`src/rtl/ws2812_frame_buffer_pkg.sv`:
```
// Shared definitions for the WS2812 frame buffer: SFR offsets, FSM encoding,
// GRB field positions and the brightness scaling helper.
package ws2812_frame_buffer_pkg;

  localparam logic [7:0] OFF_IDX  = 8'd0;
  localparam logic [7:0] OFF_G    = 8'd1;
  localparam logic [7:0] OFF_R    = 8'd2;
  localparam logic [7:0] OFF_B    = 8'd3;
  localparam logic [7:0] OFF_LEN  = 8'd4;
  localparam logic [7:0] OFF_CTRL = 8'd5;
  localparam logic [7:0] OFF_BRI  = 8'd6;

  localparam int CTRL_SHOW_BIT = 0;
  localparam int CTRL_CLR_BIT  = 1;

  localparam int G_MSB = 23;
  localparam int G_LSB = 16;
  localparam int R_MSB = 15;
  localparam int R_LSB = 8;
  localparam int B_MSB = 7;
  localparam int B_LSB = 0;

  typedef enum logic [1:0] {
    ST_IDLE  = 2'd0,
    ST_LOAD  = 2'd1,
    ST_SCALE = 2'd2,
    ST_SEND  = 2'd3
  } state_e;

  // (c * (bri + 1)) >> 8, so bri = 8'hFF passes the channel through unchanged
  function automatic logic [7:0] scale_ch(input logic [7:0] c, input logic [7:0] bri);
    logic [16:0] prod;
    prod = {9'd0, c} * ({9'd0, bri} + 17'd1);
    return prod[15:8];
  endfunction

  function automatic logic [23:0] scale_grb(input logic [23:0] grb, input logic [7:0] bri);
    logic [23:0] res;
    res = 24'd0;
    res[G_MSB:G_LSB] = scale_ch(grb[G_MSB:G_LSB], bri);
    res[R_MSB:R_LSB] = scale_ch(grb[R_MSB:R_LSB], bri);
    res[B_MSB:B_LSB] = scale_ch(grb[B_MSB:B_LSB], bri);
    return res;
  endfunction

endpackage

```
`src/rtl/ws2812_frame_buffer_if.sv`:
```
// SFR write bus plus the pixel valid/ready stream towards the serializer.
// The frame buffer uses the slave modport; CPU/serializer side uses master.
interface ws2812_frame_buffer_if;
  logic [7:0]  sfr_addr;
  logic [7:0]  controller_data_in;
  logic        sfr_wr;
  logic [23:0] pix_grb;
  logic        pix_valid;
  logic        pix_ready;
  logic        pix_last;
  logic        busy;

  modport slave (
    input  sfr_addr, controller_data_in, sfr_wr, pix_ready,
    output pix_grb, pix_valid, pix_last, busy
  );

  modport master (
    output sfr_addr, controller_data_in, sfr_wr, pix_ready,
    input  pix_grb, pix_valid, pix_last, busy
  );
endinterface

```
`src/rtl/ws2812_pix_dpram.sv`:
```
// Simple dual-port pixel RAM holding both buffers; the address MSB selects
// the buffer. Read data is registered (1-cycle latency), contents are not reset.
module ws2812_pix_dpram #(
  parameter int DEPTH = 128,
  parameter int AW    = $clog2(DEPTH),
  parameter int DW    = 24
) (
  input  logic          clk,
  input  logic          rst,
  input  logic          we_i,
  input  logic [AW-1:0] waddr_i,
  input  logic [DW-1:0] wdata_i,
  input  logic          re_i,
  input  logic [AW-1:0] raddr_i,
  output logic [DW-1:0] rdata_o
);

  logic [DW-1:0] mem_q [DEPTH];
  logic [DW-1:0] rdata_q;

  // CPU write port
  always_ff @(posedge clk) begin
    if (we_i) begin
      mem_q[waddr_i] <= wdata_i;
    end
  end

  // Registered read port; output register cleared so no stale pixel survives reset
  always_ff @(posedge clk or posedge rst) begin
    if (rst) begin
      rdata_q <= '0;
    end else if (re_i) begin
      rdata_q <= mem_q[raddr_i];
    end
  end

  assign rdata_o = rdata_q;

endmodule

```
`src/rtl/ws2812_frame_buffer.sv`:
```
// Double-buffered WS2812 pixel store: CPU fills the back buffer over SFRs, SHOW
// swaps and streams the front buffer pixel by pixel. Optional BRIGHTNESS_EN scaling.
module ws2812_frame_buffer
  import ws2812_frame_buffer_pkg::*;
#(
  parameter int         MAX_LED  = 64,
  parameter logic [7:0] SFR_BASE = 8'hC6
) (
  input logic                  clk,
  input logic                  rst,
  ws2812_frame_buffer_if.slave bus
);

  localparam int IW = $clog2(MAX_LED);
  localparam int LW = $clog2(MAX_LED + 1);
  localparam logic [IW-1:0] IDX_MAX = IW'(MAX_LED - 1);
  localparam logic [LW-1:0] LEN_MAX = LW'(MAX_LED);

  logic [7:0]    off_s;
  logic [IW-1:0] idx_q, idx_d;
  logic [7:0]    g_q, g_d, r_q, r_d, len_q, len_d;
  logic          show_s, commit_s;
  logic [23:0]   wdata_s;
  logic [LW-1:0] len_eff_s;

  state_e        state_q, state_d;
  logic [IW-1:0] rd_ptr_q, rd_ptr_d;
  logic          front_q, front_d;
  logic          show_pend_q, show_pend_d, pend_eff_s;
  logic          pix_valid_q, pix_valid_d, pix_last_q, pix_last_d, busy_q, busy_d;
  logic          accept_s, ram_re_s;
  logic [23:0]   ram_rdata_s;

`ifdef BRIGHTNESS_EN
  logic [7:0]    bri_q, bri_d;
  logic [23:0]   pix_q;
`endif

  assign off_s = bus.sfr_addr - SFR_BASE;

  // SFR decode and CPU-side next state
  always_comb begin
    idx_d    = idx_q;
    g_d      = g_q;
    r_d      = r_q;
    len_d    = len_q;
    show_s   = 1'b0;
    commit_s = 1'b0;
`ifdef BRIGHTNESS_EN
    bri_d    = bri_q;
`endif
    if (bus.sfr_wr) begin
      case (off_s)
        OFF_IDX:  idx_d = bus.controller_data_in[IW-1:0];
        OFF_G:    g_d   = bus.controller_data_in;
        OFF_R:    r_d   = bus.controller_data_in;
        OFF_B: begin
          commit_s = 1'b1;
          idx_d    = (idx_q == IDX_MAX) ? '0 : idx_q + IW'(1);
        end
        OFF_LEN:  len_d = bus.controller_data_in;
        OFF_CTRL: begin
          show_s = bus.controller_data_in[CTRL_SHOW_BIT];
          if (bus.controller_data_in[CTRL_CLR_BIT]) begin
            idx_d = '0;
          end else begin
            idx_d = idx_q;
          end
        end
`ifdef BRIGHTNESS_EN
        OFF_BRI:  bri_d = bus.controller_data_in;
`else
        OFF_BRI:  begin end
`endif
        default:  begin end
      endcase
    end else begin
      commit_s = 1'b0;
    end
  end

  // Committed pixel is {G,R,B} with B taken straight from the bus
  always_comb begin
    wdata_s = 24'd0;
    wdata_s[G_MSB:G_LSB] = g_q;
    wdata_s[R_MSB:R_LSB] = r_q;
    wdata_s[B_MSB:B_LSB] = bus.controller_data_in;
  end

  // Effective frame length: 0 and anything beyond MAX_LED mean a full buffer
  always_comb begin
    if (len_q == 8'd0 || len_q > 8'(MAX_LED)) begin
      len_eff_s = LEN_MAX;
    end else begin
      len_eff_s = len_q[LW-1:0];
    end
  end

  // CPU-side registers
  always_ff @(posedge clk or posedge rst) begin
    if (rst) begin
      idx_q <= '0;
      g_q   <= 8'd0;
      r_q   <= 8'd0;
      len_q <= 8'd0;
    end else begin
      idx_q <= idx_d;
      g_q   <= g_d;
      r_q   <= r_d;
      len_q <= len_d;
    end
  end

`ifdef BRIGHTNESS_EN
  // Brightness register and scaled pixel holding register
  always_ff @(posedge clk or posedge rst) begin
    if (rst) begin
      bri_q <= 8'hFF;
      pix_q <= 24'd0;
    end else begin
      bri_q <= bri_d;
      if (state_q == ST_SCALE) begin
        pix_q <= scale_grb(ram_rdata_s, bri_q);
      end else begin
        pix_q <= pix_q;
      end
    end
  end
  assign bus.pix_grb = pix_q;
`else
  assign bus.pix_grb = ram_rdata_s;
`endif

  assign accept_s   = (state_q == ST_SEND) && bus.pix_ready;
  // A SHOW landing in the same cycle as the last accept still counts as pending
  assign pend_eff_s = show_pend_q | show_s;

  // Stream FSM next state and registered output next values
  always_comb begin
    state_d     = state_q;
    rd_ptr_d    = rd_ptr_q;
    front_d     = front_q;
    show_pend_d = show_pend_q;
    ram_re_s    = 1'b0;
    case (state_q)
      ST_IDLE: begin
        if (show_s) begin
          front_d  = ~front_q;
          rd_ptr_d = '0;
          state_d  = ST_LOAD;
        end else begin
          state_d  = ST_IDLE;
        end
      end
      ST_LOAD: begin
        ram_re_s    = 1'b1;
        show_pend_d = pend_eff_s;
`ifdef BRIGHTNESS_EN
        state_d     = ST_SCALE;
`else
        state_d     = ST_SEND;
`endif
      end
`ifdef BRIGHTNESS_EN
      ST_SCALE: begin
        show_pend_d = pend_eff_s;
        state_d     = ST_SEND;
      end
`endif
      ST_SEND: begin
        show_pend_d = pend_eff_s;
        if (accept_s && pix_last_q) begin
          if (pend_eff_s) begin
            front_d     = ~front_q;
            rd_ptr_d    = '0;
            show_pend_d = 1'b0;
            state_d     = ST_LOAD;
          end else begin
            state_d     = ST_IDLE;
          end
        end else if (accept_s) begin
          rd_ptr_d = rd_ptr_q + IW'(1);
          state_d  = ST_LOAD;
        end else begin
          state_d  = ST_SEND;
        end
      end
      default: begin
        state_d     = ST_IDLE;
        show_pend_d = 1'b0;
      end
    endcase
    pix_valid_d = (state_d == ST_SEND);
    pix_last_d  = (state_d == ST_SEND) && (LW'(rd_ptr_d) == len_eff_s - LW'(1));
    busy_d      = (state_d != ST_IDLE) || show_pend_d;
  end

  // Stream FSM and output registers
  always_ff @(posedge clk or posedge rst) begin
    if (rst) begin
      state_q     <= ST_IDLE;
      rd_ptr_q    <= '0;
      front_q     <= 1'b0;
      show_pend_q <= 1'b0;
      pix_valid_q <= 1'b0;
      pix_last_q  <= 1'b0;
      busy_q      <= 1'b0;
    end else begin
      state_q     <= state_d;
      rd_ptr_q    <= rd_ptr_d;
      front_q     <= front_d;
      show_pend_q <= show_pend_d;
      pix_valid_q <= pix_valid_d;
      pix_last_q  <= pix_last_d;
      busy_q      <= busy_d;
    end
  end

  assign bus.pix_valid = pix_valid_q;
  assign bus.pix_last  = pix_last_q;
  assign bus.busy      = busy_q;

  ws2812_pix_dpram #(
    .DEPTH (2 * MAX_LED),
    .DW    (24)
  ) u_dpram (
    .clk     (clk),
    .rst     (rst),
    .we_i    (commit_s),
    .waddr_i ({~front_q, idx_q}),
    .wdata_i (wdata_s),
    .re_i    (ram_re_s),
    .raddr_i ({front_q, rd_ptr_q}),
    .rdata_o (ram_rdata_s)
  );

endmodule
```
`src/flat_wrapper.sv`:
```
// flat-port wrapper written by rule: the top's interface ports become plain ports
module ws2812_frame_buffer_flat import ws2812_frame_buffer_pkg::*;
#(
  parameter int         MAX_LED  = 64,
  parameter logic [7:0] SFR_BASE = 8'hC6
)
  (clk, rst, bus_sfr_addr, bus_controller_data_in, bus_sfr_wr, bus_pix_ready, bus_pix_grb, bus_pix_valid, bus_pix_last, bus_busy);
  ws2812_frame_buffer_if bus_i ();
  input logic clk;
  input logic rst;
  input wire logic [$bits(bus_i.sfr_addr)-1:0] bus_sfr_addr;
  input wire logic [$bits(bus_i.controller_data_in)-1:0] bus_controller_data_in;
  input wire logic [$bits(bus_i.sfr_wr)-1:0] bus_sfr_wr;
  input wire logic [$bits(bus_i.pix_ready)-1:0] bus_pix_ready;
  output wire logic [$bits(bus_i.pix_grb)-1:0] bus_pix_grb;
  output wire logic [$bits(bus_i.pix_valid)-1:0] bus_pix_valid;
  output wire logic [$bits(bus_i.pix_last)-1:0] bus_pix_last;
  output wire logic [$bits(bus_i.busy)-1:0] bus_busy;
  assign bus_i.sfr_addr = bus_sfr_addr;
  assign bus_i.controller_data_in = bus_controller_data_in;
  assign bus_i.sfr_wr = bus_sfr_wr;
  assign bus_i.pix_ready = bus_pix_ready;
  assign bus_pix_grb = bus_i.pix_grb;
  assign bus_pix_valid = bus_i.pix_valid;
  assign bus_pix_last = bus_i.pix_last;
  assign bus_busy = bus_i.busy;
  ws2812_frame_buffer #(.MAX_LED(MAX_LED), .SFR_BASE(SFR_BASE)) u_core (.clk(clk), .rst(rst), .bus(bus_i));
endmodule
```
`config.mk`:
```
export PLATFORM = sky130hd
export DESIGN_NAME = ws2812_frame_buffer_flat
export DESIGN_NICKNAME = d
export VERILOG_FILES = /design/src/rtl/ws2812_frame_buffer_pkg.sv /design/src/rtl/ws2812_frame_buffer_if.sv /design/src/rtl/ws2812_pix_dpram.sv /design/src/rtl/ws2812_frame_buffer.sv /design/src/flat_wrapper.sv
export SDC_FILE = /design/constraint.sdc
export NUM_CORES = 2
export LEC_CHECK = 0
export ABC_AREA = 1
export CAP_MARGIN = 20
export CORE_MARGIN = 10
export CORE_UTILIZATION = 44
export CTS_BUF_LIST = sky130_fd_sc_hd__clkbuf_2
export CTS_CLUSTER_DIAMETER = 200
export DETAILED_ROUTE_END_ITERATION = 10
export DONT_BUFFER_PORTS = 1
export PLACE_DENSITY_LB_ADDON = 0.08
export REMOVE_ABC_BUFFERS = 1
export SLEW_MARGIN = 10
export SYNTH_ARGS = -nofsm -noshare
export SYNTH_HDL_FRONTEND = slang
export SYNTH_SLANG_ARGS = --single-unit
```
`constraint.sdc`:
```
create_clock -name clk -period 7.6 [get_ports clk]
set_input_delay 1.52 -clock clk [delete_from_list [all_inputs] [get_ports clk]]
set_output_delay 1.52 -clock clk [all_outputs]
set_load 0.005 [all_outputs]
```
==> flow_summary.json <==
{
  "clkTransAtPathRegs_ns": 0.09,
  "status": "complete, no violations",
  "power_frac_seq": 0.409,
  "portBuffers": 0,
  "fmax_mhz": 166,
  "synth.avg_cell_area_sq_um": 13.5,
  "clk_latency_ns": 2.20,
  "worstSetupPathType": "input port to flip-flop",
  "drt_iter0_drc": 9474,
  "crit_path_start_kind": "input port",
  "fin_skew_ns": 0.215,
  "r2r_setup_slack_ns": 3.32,
  "r2r_end": "u_core.u_dpram.rdata_o[21]$_DFFE_PP0P_",
  "hold_class": "input port to flip-flop",
  "cts_sinks": 3139,
  "via_per_inst": 5.88,
  "synthesis.area_sq_um": 123000,
  "reg2regPathDepth": 10,
  "fin_crit_ns": 6.04,
  "dr_wl_met3_mm": 33.8,
  "hold_violations": 0,
  "dpl.hpwl_mm": 218,
  "wl_per_cell_um": 28.9,
  "drtAntennaViolNets": 0,
  "arrival_ns": 7.84,
  "cts_buffers": 792,
  "place_area_sq_um": 127000,
  "seq_area_sq_um": 94000,
  "synthTopCellsByArea": "edfxtp_1 75%, o21ai_0 6.3%, nor2_1 5.2%",
  "slowest_delay_ns": 1.14,
  "dieHeight_um": 549,
  "cts_tree": "built",
  "synth_top_area_frac": 0.749,
  "core_area_sq_um": 279000,
  "worst_path_max_delay_cell": "nor2_2",
  "synthCells": 9148,
  "rsz0062_at_grt": "false",
  "met2_length_mm": 181,
  "pin_count": 47,
  "clockPowerShare": 0.237,
  "grt_pass1_wl_mm": 564,
  "cp_max_fo": 17,
  "max-slew-margin-rel": 0.217,
  "rr_startpoint": "u_core.rd_ptr_q[0]$_DFF_PP0_",
  "async_flop_share": 0.0213,
  "synth_top_area_cell": "edfxtp_1",
  "pre_cts_ws_ns": 2.10,
  "finalWirelength_mm": 400,
  "path_delay_family": "buffers and inverters",
  "cp-end-kind": "flip-flop",
  "drive_above_1_share": 0.164,
  "critical_path_buf_inv_count": 8,
  "netSwitchingFraction": 0.426,
  "dr.pass1.iters": 6,
  "final_cells": 13800,
  "fin_area_sq_um": 135000,
  "area_growth_pct": 9.64,
  "chipWidth_um": 549,
  "grt_max_degree": 182,
  "synth_warnings": 0,
  "grt.overflow.total": 0,
  "cts_root_buf": "clkbuf_2",
  "fillCellCount": 24900,
  "clk_path_buf_depth": 4,
  "initial_core_util": 0.441,
  "detailroute.via_count": 81300,
  "fin_util": 0.484,
  "wl_met1_mm": 168,
  "drc": 0,
  "synth-main-ff-cell": "edfxtp_1",
  "grt_usage": 0.255,
  "antenna_found_initial": 29,
  "setup_viol": 0,
  "hold_start": "bus_pix_ready",
  "path_cells": "dlygate4sd3_1, o21ai_1, dlygate4sd3_1, nand2_1, dlygate4sd3_1, nor2_2, dlygate4sd3_1, nand2_1, dlygate4sd3_1, inv_2, nand4_2, inv_2, nand2_2, nor2_4, nand3_2, nor2_2, buf_4",
  "worstHoldEndpoint": "u_core.bus.pix_valid$_DFF_PP0_",
  "max_slew.worst_pin.slew_ns": 1.17,
  "final_nets": 9571,
  "ys_ff_latch": 3139,
  "total_power_uw": 48100,
  "multi_input_area_sq_um": 26300,
  "synth_cell_type_count": 36,
  "p_int_uw": 27600,
  "p_sw_uw": 20500,
  "num_rows": 194,
  "grt_pass1_vias": 77400,
  "p_leak_uw": 0.0444,
  "critical_path.most_common_cell": "dlygate4sd3_1",
  "cap_violations": 0,
  "vdd_drop_max_mv": 0.281,
  "required_ns": 9.40,
  "htreeDepth": 6,
  "top_layer": "met5",
  "post-route-period-util": 0.794,
  "fin_ws_ns": 1.56,
  "dieArea_sq_um": 301000,
  "synth_edf_count": 3072,
  "synth_seq_area_share": 0.763,
  "hold_depth": 4,
  "placed_cells": 12400,
  "pwr-share-comb": 0.354,
  "drv_slew": 0,
  "gp_congestion": 0.849,
  "power_density_nw_per_um2": 357
}
[layer usage]
layer	GRT usage	vias up
li1	-	35800
met1	0.358	41000
met2	0.391	3810
met3	0.0515	689
met4	0.103	12
met5	0	-
[worst max-delay path by stage]
stage	startpoint	endpoint	slack, ns	cells past startpoint
floorplan	u_core.rd_ptr_q[0]$_DFF_PP0_	u_core.u_dpram.rdata_o[14]$_DFFE_PP0P_	-81.78	9
global placement	bus_sfr_addr[1]	u_core.u_dpram.mem_q[38][2]$_DFFE_PP_	1.93	15
detailed placement	bus_sfr_addr[1]	u_core.u_dpram.mem_q[30][1]$_DFFE_PP_	2.10	15
CTS	bus_sfr_addr[5]	u_core.u_dpram.mem_q[30][1]$_DFFE_PP_	1.86	17
global route	bus_sfr_addr[5]	u_core.u_dpram.mem_q[78][20]$_DFFE_PP_	1.61	18
finish	bus_sfr_addr[5]	u_core.u_dpram.mem_q[6][18]$_DFFE_PP_	1.56	17
[state kept, by name (all words and copies together) (netlist names)]
| register | flops |
|---|---|
| u_core.u_dpram.mem_q | 3072 |
| u_core.u_dpram.rdata_o | 24 |
| u_core.state_q | 2 |
| u_core.rd_ptr_q | 6 |
| u_core.idx_q | 6 |
| u_core.front_q | 1 |
| u_core.len_q | 8 |
| u_core.r_q | 8 |
| u_core.show_pend_q | 1 |
| u_core.bus.pix_valid | 1 |
| u_core.bus.pix_last | 1 |
| u_core.g_q | 8 |
| u_core.bus.busy | 1 |
[kinds of logic after synthesis]
| kind of cell | Yosys count | synth area share |
|---|---|---|
| buf+inv | 739 | 0.0272 |
| flops | 3139 | 0.763 |
| xor+xnor | 5 | 0.000356 |
| fa+ha+maj | 8 | 0.000813 |
| simple gates | 2702 | 0.0892 |
| compound gates | 2555 | 0.119 |
[metrics by stage]
step                hold slack [ns]   TNS, ns
global placement              0.491         0
detailed placement            0.498         0
CTS                          0.0183         0
global route                  0.212         0
finish                        0.315         0
floorplan                     0.454  -2064.32
[placed cells by master, fill, tap and decap left out, types with 9 or more instances in the layout]
cell type,netlist,routed
o22ai_1,465,465
diode_2,0,17
clkinv_4,0,16
dlygate4sd3_1,0,27
buf_12,0,31
o211ai_1,81,81
nor2_4,2,21
nor2_2,2,113
nand4_1,86,86
nand3_1,410,409
inv_2,7,10
o21ai_0,1561,1561
o21ai_1,26,26
inv_8,0,9
dfrtp_1,67,46
a21oi_1,116,116
edfxtp_1,3072,3072
buf_4,49,203
o221ai_1,297,297
clkinv_1,5,126
nor2_1,1706,1576
nand2_1,477,477
inv_6,0,15
dfrtp_4,0,20
inv_1,53,51
bufinv_16,0,10
clkbuf_2,0,1162
[repair_timing]
item                                    CTS  global route
resized for setup                         0             0
setup buffers                             0             0
endpoints found under the hold margin  1262             0
hold buffers                             36             0
[cell type report]
class / count / share of cell area
Inverter: 65 / 0.00211
Clock buffer: 1162 / 0.0431
Tap cell: 3724 / 0.0345
Clock inverter: 186 / 0.00879
Timing Repair Buffer: 275 / 0.0201
Sequential cell: 3139 / 0.697
Multi-Input combinational cell: 5270 / 0.195
Antenna cell: 17 / 0.000315
[tightest hold or removal path: stages]
cell and delay, ns:
dlygate4sd3_1 0.52, nand2_1 0.16, nand2_1 0.12, a21oi_1 0.07
[cells in the mapped netlist, types with 8 or more instances]
library cell / n
nand2_1: 477
o22ai_1: 465
buf_6: 26
nand3_1: 410
o221ai_1: 297
buf_4: 49
o211ai_1: 81
nor2_1: 1706
buf_2: 143
dfrtp_1: 67
ha_1: 8
clkbuf_1: 423
o21ai_1: 26
a21oi_1: 116
buf_1: 32
nand4_1: 86
edfxtp_1: 3072
inv_1: 53
o21ai_0: 1561
a31oi_1: 8
[power by group through the flow]
stage          sequential (uW)  combinational [uW]  clock, uW
4_1_cts                  19700               16900      11700
6_report                 19700               17000      11400
3_5_place_dp             20100               16700          0
2_1_floorplan            20500                6900          0
3_3_place_gp             20100               16700          0
5_1_grt                  19700               18100      12600
(Power assumes the default switching activity.)
